$ cat src/rtl/load_store_unit_pkg.sv
// Shared types and helpers for the load/store unit: memory op encoding,
// FSM states and address-alignment predicates.
package load_store_unit_pkg;

  typedef enum logic [3:0] {
    MEM_NONE = 4'd0,
    MEM_LB   = 4'd1,
    MEM_LH   = 4'd2,
    MEM_LW   = 4'd3,
    MEM_LBU  = 4'd4,
    MEM_LHU  = 4'd5,
    MEM_SB   = 4'd6,
    MEM_SH   = 4'd7,
    MEM_SW   = 4'd8
  } mem_op_t;

  typedef enum logic [1:0] {
    LSU_IDLE = 2'd0,
    LSU_REQ  = 2'd1,
    LSU_WAIT = 2'd2,
    LSU_RESP = 2'd3
  } lsu_state_t;

  function automatic logic is_store(input mem_op_t op);
    return (op == MEM_SB) || (op == MEM_SH) || (op == MEM_SW);
  endfunction

  // Halfword ops need a[0]==0, word ops need a[1:0]==0; bytes are always aligned.
  function automatic logic is_misaligned(input mem_op_t op, input logic [1:0] a);
    case (op)
      MEM_LH, MEM_LHU, MEM_SH: return a[0];
      MEM_LW, MEM_SW:          return |a;
      default:                 return 1'b0;
    endcase
  endfunction

endpackage

$ cat src/rtl/load_store_unit_align.sv
// Combinational lane steering: store data replication and byte enables,
// plus load lane extraction with sign/zero extension.
module load_store_unit_align
  import load_store_unit_pkg::*;
(
  input  mem_op_t     op,
  input  logic [1:0]  addr_lo,
  input  logic [31:0] store_data,
  input  logic [31:0] rdata,
  output logic [31:0] wdata,
  output logic [3:0]  wstrb,
  output logic [31:0] load_val
);

  logic [7:0]  byte_lane;
  logic [15:0] half_lane;

  always_comb begin
    byte_lane = 8'(rdata >> {addr_lo, 3'b000});
    half_lane = addr_lo[1] ? rdata[31:16] : rdata[15:0];
  end

  always_comb begin
    wdata = 32'h0;
    wstrb = 4'b0000;
    case (op)
      MEM_SB: begin
        wdata = {4{store_data[7:0]}};
        wstrb = 4'b0001 << addr_lo;
      end
      MEM_SH: begin
        wdata = {2{store_data[15:0]}};
        wstrb = 4'b0011 << addr_lo;
      end
      MEM_SW: begin
        wdata = store_data;
        wstrb = 4'b1111;
      end
      default: ;
    endcase
  end

  always_comb begin
    load_val = 32'h0;
    case (op)
      MEM_LB:  load_val = {{24{byte_lane[7]}}, byte_lane};
      MEM_LBU: load_val = {24'h0, byte_lane};
      MEM_LH:  load_val = {{16{half_lane[15]}}, half_lane};
      MEM_LHU: load_val = {16'h0, half_lane};
      MEM_LW:  load_val = rdata;
      default: ;
    endcase
  end

endmodule

$ cat src/rtl/load_store_unit.sv
// Memory stage: accepts one op from execute, runs it over the req/gnt/rvalid
// data bus (or passes the ALU result through) and emits a one-cycle writeback.
module load_store_unit
  import load_store_unit_pkg::*;
#(
  parameter int TIMEOUT_CYCLES = 256
) (
  input  logic        clk,
  input  logic        rst,
  input  logic        valid_in,
  input  mem_op_t     mem_op,
  input  logic [31:0] alu_result,
  input  logic [31:0] store_data,
  input  logic [4:0]  rd_in,
  output logic        ready_out,
  output logic        valid_out,
  output logic [31:0] result,
  output logic [4:0]  rd_out,
  output logic        misalign_err,
  output logic        bus_err,
  output logic        dmem_req,
  output logic        dmem_we,
  output logic [31:0] dmem_addr,
  output logic [31:0] dmem_wdata,
  output logic [3:0]  dmem_wstrb,
  input  logic        dmem_gnt,
  input  logic        dmem_rvalid,
  input  logic [31:0] dmem_rdata
);

  localparam int CW = (TIMEOUT_CYCLES > 2) ? $clog2(TIMEOUT_CYCLES) : 1;

  lsu_state_t  state_q, state_d;
  mem_op_t     op_q;
  logic [31:0] addr_q, data_q, result_q, result_d;
  logic [4:0]  rd_q;
  logic [CW-1:0] cnt_q, cnt_d;
  logic        merr_q, merr_d, berr_q, berr_d, capture;
  logic        timeout;
  logic [31:0] al_wdata, load_val;
  logic [3:0]  al_wstrb;

  load_store_unit_align u_align (
    .op         (op_q),
    .addr_lo    (addr_q[1:0]),
    .store_data (data_q),
    .rdata      (dmem_rdata),
    .wdata      (al_wdata),
    .wstrb      (al_wstrb),
    .load_val   (load_val)
  );

  assign timeout = (cnt_q == CW'(TIMEOUT_CYCLES - 1));

  always_ff @(posedge clk or posedge rst) begin
    if (rst) begin
      state_q  <= LSU_IDLE;
      op_q     <= MEM_NONE;
      addr_q   <= 32'h0;
      data_q   <= 32'h0;
      rd_q     <= 5'h0;
      cnt_q    <= '0;
      result_q <= 32'h0;
      merr_q   <= 1'b0;
      berr_q   <= 1'b0;
    end else begin
      state_q  <= state_d;
      cnt_q    <= cnt_d;
      result_q <= result_d;
      merr_q   <= merr_d;
      berr_q   <= berr_d;
      if (capture) begin
        op_q   <= mem_op;
        addr_q <= alu_result;
        data_q <= store_data;
        rd_q   <= rd_in;
      end
    end
  end

  // Completion on the last allowed cycle beats the timeout.
  always_comb begin
    state_d  = state_q;
    cnt_d    = cnt_q;
    result_d = result_q;
    merr_d   = merr_q;
    berr_d   = berr_q;
    capture  = 1'b0;
    case (state_q)
      LSU_IDLE: begin
        cnt_d = '0;
        if (valid_in) begin
          capture  = 1'b1;
          result_d = 32'h0;
          merr_d   = 1'b0;
          berr_d   = 1'b0;
          if (mem_op == MEM_NONE) begin
            state_d  = LSU_RESP;
            result_d = alu_result;
          end else if (is_misaligned(mem_op, alu_result[1:0])) begin
            state_d = LSU_RESP;
            merr_d  = 1'b1;
          end else begin
            state_d = LSU_REQ;
          end
        end
      end
      LSU_REQ: begin
        cnt_d = cnt_q + CW'(1);
        if (dmem_gnt) begin
          if (is_store(op_q)) begin
            state_d  = LSU_RESP;
            result_d = 32'h0;
          end else if (dmem_rvalid) begin
            state_d  = LSU_RESP;
            result_d = load_val;
          end else begin
            state_d = LSU_WAIT;
          end
        end else if (timeout) begin
          state_d  = LSU_RESP;
          berr_d   = 1'b1;
          result_d = 32'h0;
        end
      end
      LSU_WAIT: begin
        cnt_d = cnt_q + CW'(1);
        if (dmem_rvalid) begin
          state_d  = LSU_RESP;
          result_d = load_val;
        end else if (timeout) begin
          state_d  = LSU_RESP;
          berr_d   = 1'b1;
          result_d = 32'h0;
        end
      end
      LSU_RESP: state_d = LSU_IDLE;
      default:  state_d = LSU_IDLE;
    endcase
  end

  always_comb begin
    ready_out    = (state_q == LSU_IDLE);
    valid_out    = (state_q == LSU_RESP);
    result       = result_q;
    rd_out       = rd_q;
    misalign_err = valid_out & merr_q;
    bus_err      = valid_out & berr_q;
    dmem_req     = (state_q == LSU_REQ);
    dmem_we      = dmem_req & is_store(op_q);
    dmem_addr    = {addr_q[31:2], 2'b00};
    dmem_wdata   = dmem_req ? al_wdata : 32'h0;
    dmem_wstrb   = dmem_req ? al_wstrb : 4'b0000;
  end

endmodule

$ cat config.mk
export PLATFORM = sky130hd
export DESIGN_NAME = load_store_unit
export DESIGN_NICKNAME = d
export VERILOG_FILES = /design/src/rtl/load_store_unit_pkg.sv /design/src/rtl/load_store_unit_align.sv /design/src/rtl/load_store_unit.sv
export SDC_FILE = /design/constraint.sdc
export NUM_CORES = 1
export LEC_CHECK = 0
export CAP_MARGIN = 5
export CELL_PAD_IN_SITES_DETAIL_PLACEMENT = 1
export CELL_PAD_IN_SITES_GLOBAL_PLACEMENT = 1
export CORE_ASPECT_RATIO = 0.6
export CORE_MARGIN = 2
export CORE_UTILIZATION = 37
export CTS_CLUSTER_SIZE = 24
export DETAILED_ROUTE_END_ITERATION = 8
export PLACE_DENSITY_LB_ADDON = 0.1
export SYNTH_ARGS = -nofsm -noshare
export SYNTH_HDL_FRONTEND = slang
export SYNTH_SLANG_ARGS = --single-unit
$ cat constraint.sdc
create_clock -name clk -period 10.3 [get_ports clk]
set_input_delay 2.06 -clock clk [delete_from_list [all_inputs] [get_ports clk]]
set_output_delay 2.06 -clock clk [all_outputs]
set_load 0.05 [all_outputs]
# Word-level counts from Yosys, hierarchy flattened
# Index checks and enable logic that the tools add are counted.
[classes]
addsub = 1
eq_ne = 21
n_shift = 3
muxes = 37
n_bitwise = 3
n_reduce_logical = 13
[op_table]
columns = ["op", "n"]
rows = [
  ["$mux W32", 8],
  ["$pmux W32 S3", 2],
  ["$pmux W32 S5", 1],
  ["$shr A32 B5 Y8", 1],
  ["$eq A4 B3 Y1 const B", 6],
  ["$eq A4 B2 Y1 const B", 4],
  ["$mux W16", 1],
  ["$pmux W8 S2", 1],
  ["$mux W1", 13],
  ["$mux W2", 6],
  ["$pmux W4 S3", 1],
  ["$add A8 B1 Y8 const B", 1],
  ["$eq A4 B4 Y1 const B", 2],
  ["$eq A8 B8 Y1 const B", 1],
  ["$pmux W2 S4", 1],
  ["$ne A2 B2 Y1 const B", 3],
  ["$reduce_or A2 Y1", 3],
  ["$eq A2 B2 Y1 const B", 2],
  ["$eq A4 B1 Y1 const B", 1],
  ["$logic_not A4 Y1", 1],
  ["$mux W4", 1],
  ["$ne A4 B2 Y1 const B", 1],
  ["$reduce_and A4 Y1", 1],
  ["$shl A1 B2 Y4 const A", 1],
  ["other kinds (12)", 15],
]
[totals]
ff_bits = 117
in_bits = 110
out_inout_bits = 111

# Logic depth before layout (Yosys ltp)
[logic_depth]
ltp_word = 10
depth_mapped = 9
ltp_nobuf = 7

# Modules after synthesis
# A second synthesis with hierarchy kept.
[hier_totals]
hier_cells = 774
area_unflattened_um2 = 7802.5
[by_module_without_submodules]
columns = ["mod", "n_inst", "cells_each", "area_per_inst_um2"]
rows = [
  ["load_store_unit", 1, 589, 6568.8],
  ["load_store_unit_align", 1, 185, 1233.7],
]

# Worst setup path after synthesis
# OpenSTA, ideal clock, no wires.
[synth_timing]
path_type = "flip-flop to output port"
startpoint = "register state_q[1]"
endpoint = "output port dmem_wdata[14]"
arrival_time_ns = 2.694
required_time_ns = 8.240
setup_slack_ns = 5.546
stages_incl_launch_ff = 6
path_buffers = 2
cell_sequence = "dfrtp_1 -> inv_1 -> ha_1 -> clkbuf_1 -> clkbuf_1 -> a21boi_0"
[synth_between]
elab_chain_len = 2
[synth_lines]
columns = ["item", "line", "rtl"]
rows = [
  ["start: declaration", "load_store_unit.sv:33", "lsu_state_t state_q, state_d;"],
  ["start signal: assignment", "load_store_unit.sv:67", "state_q <= state_d;"],
  ["$eq A2 B1 Y1", "load_store_unit.sv:149", "dmem_req = (state_q == LSU_REQ);"],
  ["net dmem_req", "load_store_unit.sv:21", "output logic dmem_req,"],
  ["$mux W32", "load_store_unit.sv:152", "dmem_wdata = dmem_req ? al_wdata : 32'h0;"],
  ["end: declaration", "load_store_unit.sv:24", "output logic [31:0] dmem_wdata,"],
]
# The timed path passes the listed nets, and every way through them passes these cells.

# Final worst setup path
[layout_timing]
startpoint = "register op_q[2]"
endpoint = "output port dmem_wdata[2]"
[layout_between]
elab_chain_len = 3
[layout_lines]
columns = ["item", "line", "rtl"]
rows = [
  ["start: declaration", "load_store_unit.sv:34", "mem_op_t op_q;"],
  ["start signal: assignment", "load_store_unit.sv:73", "op_q <= mem_op;"],
  ["$eq A4 B4 Y1 or $eq A4 B3 Y1 (tied branches)", "load_store_unit_align.sv:26", "case (op)"],
  ["$pmux W32 S3 (*)", "load_store_unit_align.sv:26", ""],
  ["$mux W32 (*)", "load_store_unit.sv:152", ""],
]
# Every way passes the cells marked *; elsewhere a longest branch is shown, timed or not.

==> results.sh <==
export IMPL_status="finished, final reports clean"
export IMPL_route_detailed_drc=0
export IMPL_initialDrtViolationCount=283
export IMPL_cts_setup_buffers=0
export IMPL_setup_viol=0
export IMPL_worst_pin_slew_ns=1.07
export IMPL_finalCritPeriodShare_pct=58.0
export IMPL_grt_first_pass_wirelength_um=34700
export IMPL_final_setup_tns_ns=0
export IMPL_total_power_mw=3.07
export IMPL_synthArstFlopShare_pct=100
export IMPL_synth_seq_area_share_pct=45.9
export IMPL_cts_tree="yes"
export IMPL_hold_path_depth=2
export IMPL_vias=5470
export IMPL_dieWidth_um=173
export IMPL_wire_per_inst_um=21.3
export IMPL_chipHeight_um=106
export IMPL_ant_nets=0
export IMPL_core_mm2=0.0170
export IMPL_place_area_mm2=0.00846
export IMPL_initial_core_util_pct=37.5
export IMPL_critPathMaxStageDelay_ns=1.00
export IMPL_postLayoutCellArea_mm2=0.00905
export IMPL_root_buffer="clkbuf_16"
export IMPL_ios=221
export IMPL_syn_inst=599
export IMPL_htreeDepth=4
export IMPL_drv_cap=0
export IMPL_critPathRequiredTime_ns=8.24
export IMPL_cts_repair_resized=0
export IMPL_antenna_found_initial=0
export IMPL_cp_data_arrival_time_ns=3.92
export IMPL_yosysMostFrequentCell="dfrtp_1"
export IMPL_grt_overflow=0
export IMPL_rsz0062_at_grt="false"
export IMPL_cts_buffer_depth=2
export IMPL_reg2regPathDepth=7
export IMPL_synth_area_leaders="dfrtp_1 (46%), mux2_2 (15%), buf_4 (3.8%)"
export IMPL_hold_end="merr_q"
export IMPL_area_growth_pct=41.8
export IMPL_postCtsHoldBufs=0
export IMPL_cts_buffers=17
export IMPL_yosys_warnings=0
export IMPL_slew_headroom_pct=28.6
export IMPL_vdd_ir_drop_max_mv=0.146
export IMPL_finalNonFillerCells=1012
export IMPL_post_place_cells=980
export IMPL_place_congestion=0.852
export IMPL_grt_pass1_vias=6001
export IMPL_dp_hpwl_um=15700
export IMPL_ys_flop_type="dfrtp_1"
export IMPL_r2r_setup_slack_ns=6.69
export IMPL_fmaxAchievable_ghz=0.167
export IMPL_synthTopCellsByCount="dfrtp_1 (117), mux2_2 (87), nand2_1 (39), buf_4 (32), a21oi_1 (30)"
export IMPL_avgSynthCellArea_um2=10.6
export IMPL_synth_largest_area_cell="dfrtp_1"
export IMPL_yosys_area_top_type_share_pct=45.9
export IMPL_skew_ns=0.0121
export IMPL_final_layout_size_suffix_gt1_share_pct=16.7
export IMPL_viasPerCell=5.41
export IMPL_r2r_start="state_q[1]"
export IMPL_cp_slowest_cell="dfrtp_1"
export IMPL_port_buffer_count=218
export IMPL_dr_pass1_iters=5
export IMPL_hold_start="merr_q"
export IMPL_synth_edf_count=0
export IMPL_synth_cell_types=56
export IMPL_grt_max_degree=78
export IMPL_antenna_cells=0
export IMPL_drv_slew=0
export IMPL_clock_sinks=117
export IMPL_crit_fanout=30
export IMPL_powerDensity_mw_per_mm2=340
export IMPL_hold_violations=0
export IMPL_clk_pin_slew_worst_paths_ns=0.06
export IMPL_hold_path_class="reg -> reg"
export IMPL_leakagePower_nw=3.54
export IMPL_finalCriticalPeriod_ns=5.98
export IMPL_floorplan_rows=37
export IMPL_end_kind="output pin"
export IMPL_crit_path_start_kind="flip-flop"
export IMPL_clk_latency_ns=0.42
export IMPL_wirelength_um=21600
export IMPL_track_usage_pct=24.4
export IMPL_r2r_end="result[7]"
export IMPL_die_area_mm2=0.0183
export IMPL_fillers=1831
export IMPL_final_nets=882
export IMPL_fin_util_pct=53.2
export IMPL_ys_seq_elements=117
export IMPL_worstSetupPathType="reg -> out"
export IMPL_crit_path_cell_trace="and3b_1, nor2_1, nor2b_1, and2_1, clkdlybuf4s50_1"
export IMPL_synth_area_mm2=0.00638
power by group:
group | internal (mW) | total [mW] | switching (mW)
registers | 0.652 | 0.849 | 0.197
clock network | 0.361 | 0.588 | 0.227
logic | 0.629 | 1.64 | 1.01
total | 1.64 | 3.07 | 1.43
how the worst max path moves through the flow:
stage	from	slack (ns)	cells after the start	endpoint
2_1_floorplan	rst	5.14	1	addr_q[0]
3_3_place_gp	op_q[2]	4.94	5	dmem_wdata[4]
3_5_place_dp	op_q[2]	4.74	5	dmem_wdata[2]
4_1_cts	op_q[2]	4.28	5	dmem_wdata[2]
5_1_grt	op_q[2]	4.05	5	dmem_wdata[2]
6_report	op_q[2]	4.32	5	dmem_wdata[2]
layer usage:
metal  global-route usage (%)  vias to the layer above  share of wire [%]
li1                         -                     2518                  -
met1                     34.1                     2768                 48
met2                     36.3                      153                 44
met3                     7.86                       31                6.9
met4                     7.08                        0                1.7
met5                        0                        -                  0
critical path: cells and delay by family (launching register included):
kind | cells | cell delay (ns)
and+or+nand+nor | 4 | 1.69
DFF | 1 | 1.00
buffers and inverters | 1 | 0.80
sequential cells by signal, summed over array words and instances, names as in the netlist:
| name | cells |
|---|---|
| cnt_q | 8 |
| addr_q | 32 |
| berr_q | 1 |
| result | 32 |
| state_q | 2 |
| rd_out | 5 |
| merr_q | 1 |
| op_q | 4 |
| data_q | 32 |
kinds of logic after synthesis:
group	share of synthesized area (%)
other	0.0588
adder cells (fa/ha/maj)	1.18
AO/OA/AOI/OAI	17.1
flip-flops	45.9
buffers and inverters	7.28
multiplexers	15.9
AND/OR/NAND/NOR	12.2
XOR/XNOR	0.412
cell usage in the layout (no fill, tap or decap), drive strengths merged, types with 3 or more instances in the layout:
cell type / instances
ha: 6
o211ai: 9
o21a: 3
a31oi: 3
buf: 4
mux2: 87
nand3: 8
dfrtp: 117
a22oi: 16
a221o: 17
nand2: 39
a21o: 4
a32oi: 10
clkdlybuf4s50: 218
nor3: 23
inv: 7
o31ai: 3
clkinv: 8
a21boi: 16
or3: 9
a21oi: 30
a222oi: 7
clkinvlp: 3
nor2: 22
and2: 11
clkbuf: 19
a22o: 3
nor2b: 15
o21ai: 23
nand2b: 5
cell type report:
class | count | area (um^2) | area share (%)
inverter | 8 | 32.5 | 0.360
clock inverter | 12 | 133 | 1.47
clock buffer | 19 | 443 | 4.90
timing repair buffer | 222 | 2210 | 24.5
sequential | 117 | 2930 | 32.4
tap | 234 | 293 | 3.24
multi-input combinational | 400 | 3010 | 33.2
stage by stage:
stage	hold WS [ns]	worst slack (ns)
after global placement	0.457	4.94
after global routing	0.522	4.05
final	0.468	4.32
after detailed placement	0.465	4.74
after floorplan	0.442	5.14
after CTS	0.479	4.28
(Power assumes the default switching activity.)
